**src/rtl/keypad_entry.sv**
```systemverilog
`default_nettype none
// ============================================================================
// Module   : keypad_entry
// Purpose  : Microwave-style digit entry buffer (M:ST:SO) and three-cycle
//            load sequencer driving the timer's shared load bus.
//            Optional feature macro: ENTRY_RANGE_CHECK_EN (rejects start when
//            the tens digit exceeds 5 or the entry is all zeros).
// Ports    : clock      - system clock, rising edge
//            clearn     - synchronous reset, active-low
//            key_valid  - one-cycle key strobe
//            key_code   - 0-9 digit, 10 cancel, 11-15 ignored
//            start      - one-cycle load request
//            data_out   - digit presented to the timer load bus
//            loadn      - active-low load strobe
//            disp_mins/disp_tens/disp_ones - entry buffer for the display
//            loading    - high during the three load cycles
//            loaded     - one-cycle pulse after the last load cycle
//            err        - one-cycle pulse when start is rejected
// Revision : 1.0 - initial release
// ============================================================================
module keypad_entry (
  input  logic       clock,
  input  logic       clearn,
  input  logic       key_valid,
  input  logic [3:0] key_code,
  input  logic       start,
  output logic [3:0] data_out,
  output logic       loadn,
  output logic [3:0] disp_mins,
  output logic [3:0] disp_tens,
  output logic [3:0] disp_ones,
  output logic       loading,
  output logic       loaded,
  output logic       err
);

  typedef enum logic [2:0] {
    S_IDLE = 3'd0,
    S_LD_M = 3'd1,
    S_LD_T = 3'd2,
    S_LD_O = 3'd3,
    S_DONE = 3'd4
  } state_t;

  localparam logic [3:0] C_KEY_CANCEL = 4'd10;
  localparam logic [3:0] C_KEY_MAXDIG = 4'd9;

  state_t     state_q;
  logic [3:0] m_q, t_q, o_q;
  logic [1:0] cnt_q;
  logic [3:0] data_q;
  logic       loadn_q, loading_q, loaded_q, err_q;

  // Buffer as it would look after this cycle's key; start is judged against it
  // so a key and start arriving together load the new digit.
  logic [3:0] m_d, t_d, o_d;
  logic [1:0] cnt_d;
  logic       start_ok_w;

  always_comb begin
    m_d   = m_q;
    t_d   = t_q;
    o_d   = o_q;
    cnt_d = cnt_q;
    if (state_q == S_IDLE && key_valid) begin
      if (key_code <= C_KEY_MAXDIG) begin
        if (cnt_q != 2'd3) begin
          m_d   = t_q;
          t_d   = o_q;
          o_d   = key_code;
          cnt_d = cnt_q + 2'd1;
        end
      end else if (key_code == C_KEY_CANCEL) begin
        m_d   = 4'd0;
        t_d   = 4'd0;
        o_d   = 4'd0;
        cnt_d = 2'd0;
      end
    end
  end

`ifdef ENTRY_RANGE_CHECK_EN
  assign start_ok_w = (cnt_d != 2'd0) && (t_d <= 4'd5) &&
                      !((m_d == 4'd0) && (t_d == 4'd0) && (o_d == 4'd0));
`else
  assign start_ok_w = (cnt_d != 2'd0);
`endif

  always_ff @(posedge clock) begin
    if (!clearn) begin
      state_q   <= S_IDLE;
      m_q       <= 4'd0;
      t_q       <= 4'd0;
      o_q       <= 4'd0;
      cnt_q     <= 2'd0;
      data_q    <= 4'd0;
      loadn_q   <= 1'b1;
      loading_q <= 1'b0;
      loaded_q  <= 1'b0;
      err_q     <= 1'b0;
    end else begin
      // Pulse outputs default low; each state re-asserts what it needs.
      loaded_q <= 1'b0;
      err_q    <= 1'b0;
      case (state_q)
        S_IDLE: begin
          m_q   <= m_d;
          t_q   <= t_d;
          o_q   <= o_d;
          cnt_q <= cnt_d;
          if (start && start_ok_w) begin
            state_q   <= S_LD_M;
            data_q    <= m_d;
            loadn_q   <= 1'b0;
            loading_q <= 1'b1;
          end else begin
            data_q  <= 4'd0;
            loadn_q <= 1'b1;
            if (start) begin
              err_q <= 1'b1;
            end
          end
        end
        S_LD_M: begin
          state_q <= S_LD_T;
          data_q  <= t_q;
        end
        S_LD_T: begin
          state_q <= S_LD_O;
          data_q  <= o_q;
        end
        S_LD_O: begin
          // Entering DONE: release the bus and empty the buffer.
          state_q   <= S_DONE;
          data_q    <= 4'd0;
          loadn_q   <= 1'b1;
          loading_q <= 1'b0;
          loaded_q  <= 1'b1;
          m_q       <= 4'd0;
          t_q       <= 4'd0;
          o_q       <= 4'd0;
          cnt_q     <= 2'd0;
        end
        S_DONE: begin
          state_q <= S_IDLE;
        end
        default: begin
          state_q   <= S_IDLE;
          data_q    <= 4'd0;
          loadn_q   <= 1'b1;
          loading_q <= 1'b0;
        end
      endcase
    end
  end

  assign data_out  = data_q;
  assign loadn     = loadn_q;
  assign loading   = loading_q;
  assign loaded    = loaded_q;
  assign err       = err_q;
  assign disp_mins = m_q;
  assign disp_tens = t_q;
  assign disp_ones = o_q;

endmodule
`default_nettype wire

```
**config.mk**
```make
export PLATFORM = sky130hd
export DESIGN_NAME = keypad_entry
export DESIGN_NICKNAME = d
export VERILOG_FILES = /design/src/rtl/keypad_entry.sv
export SDC_FILE = /design/constraint.sdc
export NUM_CORES = 1
export LEC_CHECK = 0
export CORE_MARGIN = 2
export CORE_UTILIZATION = 49
export CTS_CLUSTER_SIZE = 40
export DETAILED_ROUTE_END_ITERATION = 8
export GPL_TIMING_DRIVEN = 0
export PLACE_DENSITY_LB_ADDON = 0.15
export SLEW_MARGIN = 20
export SYNTH_ARGS = -nofsm -noshare
export SYNTH_HDL_FRONTEND = slang
export SYNTH_SLANG_ARGS = --single-unit
```
**constraint.sdc**
```tcl
create_clock -name clock -period 2.15 [get_ports clock]
set_input_delay 0.3225 -clock clock [delete_from_list [all_inputs] [get_ports clock]]
set_output_delay 0.3225 -clock clock [all_outputs]
set_load 0.005 [all_outputs]
```
==> flow_summary.json <==
{
  "grt_util_all_layers_pct": 24.7,
  "ff2ff_path_depth": 5,
  "synth.avg_cell_area_um2": 8.38,
  "place_congestion": 0.837,
  "async_reset_ff_share_pct": 0,
  "drtIter0Drc": 28,
  "crit_type": "reg2reg",
  "dp_cells": 203,
  "holdPathStages": 3,
  "critPathSlowestCell": "or4b_4",
  "r2r_slack_ns": 0.15,
  "die_x_um": 54.2,
  "post-route-min-period_ns": 2.00,
  "hold_violations": 0,
  "die_h_um": 54.2,
  "cp_data_arrival_time_ns": 2.22,
  "cts_tree": "yes",
  "skew_ns": 0.00294,
  "grt_pass1_vias": 1061,
  "syn_nets": 155,
  "grt_pass1_wl_um": 5250,
  "critPathMaxStageDelay_ns": 0.58,
  "utilization_pct": 64.0,
  "wl_um": 3310,
  "core_mm2": 0.00243,
  "ys.flop_type": "dfxtp_1",
  "synth_cell_types": 34,
  "regToRegEndpoint": "data_out[1]",
  "status": "complete, no violations",
  "via_count": 1272,
  "drt-pass1-iter-count": 4,
  "drt-vias-per-instance": 6.14,
  "fin_crit_sh_pct": 92.9,
  "io_buffers": 26,
  "htree_levels": 1,
  "dp_hpwl_um": 2370,
  "setup_viol": 0,
  "report.power.total_mw": 0.911,
  "synth_seq_cells": 25,
  "grt_setup_unrepaired": "false",
  "synth_top_area_share_pct": 40.6,
  "worst_slew_pin_slew_ns": 0.673,
  "ios": 28,
  "numCtsBuffers": 3,
  "synth_area_leaders": "dfxtp_1, o21ai_0, nand2_1",
  "cp.required_ns": 2.38,
  "final_layout_size_suffix_gt1_share_pct": 5.08,
  "syn_inst": 147,
  "insertion_delay_ns": 0.32,
  "cp_cell_sequence": "clkbuf_1, or4b_4, clkbuf_1, a221oi_1, o2bb2ai_1",
  "stdcell_count": 207,
  "p_per_area_mw_per_mm2": 585,
  "slew_violations": 0,
  "cts_setup_buffers": 0,
  "maxSlewHeadroom_pct": 55.0,
  "synth_most_common_cell": "dfxtp_1",
  "start_util_pct": 50.7,
  "grt_max_degree": 14,
  "drt.antenna.violating_nets": 0,
  "hold_path_class": "in2reg",
  "fmax_mhz": 501,
  "insertedDiodeCount": 0,
  "dieArea_mm2": 0.00293,
  "seq_area_frac_synth_pct": 40.6,
  "path_common_cell": "clkbuf_1",
  "cts_sinks": 25,
  "drc_errors": 0,
  "nNetsFinal": 186,
  "p_leak_nw": 0.500,
  "hp-start": "clearn",
  "ctsRootBufferMaster": "clkbuf_4",
  "max_cap_viol_count": 0,
  "grt_remaining_overflow": 0,
  "worstPathMaxFanout": 10,
  "synth_edf_count": 0,
  "wl_per_cell_um": 16.0,
  "synth_top_area_cell": "dfxtp_1",
  "clockBufferDepth": 2,
  "hold_end": "cnt_q[0]",
  "antenna_found_initial": 0,
  "area_delta_synth_final_pct": 26.4,
  "yosys_warnings": 0,
  "cp-start-kind": "flip-flop",
  "synth_commonest_cells": "dfxtp_1, o21ai_0, nand2_1, a21oi_1, clkbuf_1",
  "end_kind": "flip-flop",
  "clk_pin_slew_ns": 0.14,
  "r2r-start": "state_q[0]",
  "syn-cell-area_mm2": 0.00123,
  "core.rowCount": 18,
  "peakVddDrop_uv": 383
}
flip-flops by register name, summed over array words and instances (netlist names):
signal,count
loading,1
state_q,3
disp_mins,4
data_out,4
disp_ones,4
disp_tens,4
loaded,1
cnt_q,2
err,1
loadn,1
through the flow:
step	hold WS, ns	setup TNS [ns]	worst slack, ns	area (um^2)
after global placement	0.473	-0.718	-0.124	1530
after floorplan	0.461	0	0.470	1230
after global routing	0.462	0	0.0199	1560
after CTS	0.408	0	0.130	1560
final	0.403	0	0.153	1560
after detailed placement	0.489	-1.64	-0.219	1530
layout by cell type (no fill, tap or decap), drive strengths merged, types with 2 or more instances in the layout:
cell	instances
clkdlybuf4s50	26
dfxtp	25
o21ai	18
nand2	16
clkbuf	12
a21oi	8
a21boi	7
nand3	6
nor2	6
nor2b	5
a221oi	5
mux2i	4
a22oi	4
inv	4
a211oi	4
o2bb2ai	4
o2111ai	3
a31oi	3
buf	2
nand2b	2
cell families after synthesis:
| family | share of synthesized area [%] |
|---|---|
| muxes | 3.25 |
| DFF | 40.6 |
| and+or+nand+nor | 19.4 |
| AOI/OAI and AO/OA | 32.3 |
| buffers and inverters | 4.47 |
worst max path at each step:
| stage | startpoint | end | slack (ns) | cells after the start |
|---|---|---|---|---|
| global route | state_q[0] | data_out[1] | 0.02 | 6 |
| CTS | key_code[3] | loadn | 0.13 | 6 |
| finish | state_q[0] | data_out[1] | 0.15 | 5 |
| global placement | key_code[3] | loadn | -0.12 | 6 |
| floorplan | state_q[2] | disp_ones[3] | 0.47 | 4 |
| detailed placement | key_code[3] | loadn | -0.22 | 6 |
report_power, final:
part	switching [mW]	total (mW)	leakage [nW]	internal [mW]
clock	0.149	0.222	0.0150	0.0727
combinational	0.112	0.191	0.283	0.0789
sequential	0.0145	0.498	0.203	0.484
critical path, delay by kind of cell, from the launching register on:
family	cells	cell delay [ns]
buf+inv	2	0.46
compound gates	2	0.52
simple gates	1	0.58
flops	1	0.33
metal layers:
metal  part of all wire, %  track usage (%)  vias up
li1                      -                -      608
met4                   1.5             7.50        0
met2                    46             39.0       66
met1                    45             34.6      592
met3                   7.4             3.33        6
met5                     0                0        -
final cells by class:
class | count | area (um^2)
Timing Repair Buffer | 26 | 260
Clock buffer | 4 | 26.3
Buffer | 10 | 41.3
Inverter | 4 | 15.0
Fill cell | 210 | 875
Multi-Input combinational cell | 108 | 677
Tap cell | 30 | 37.5
Sequential cell | 25 | 500
timing repair:
action / 4_1_cts / 5_1_grt
endpoints found under the setup margin: 0 / 7
gates resized for setup: 0 / 2
hold buffers: 0 / 0
Power figures use the tool's default switching activity.
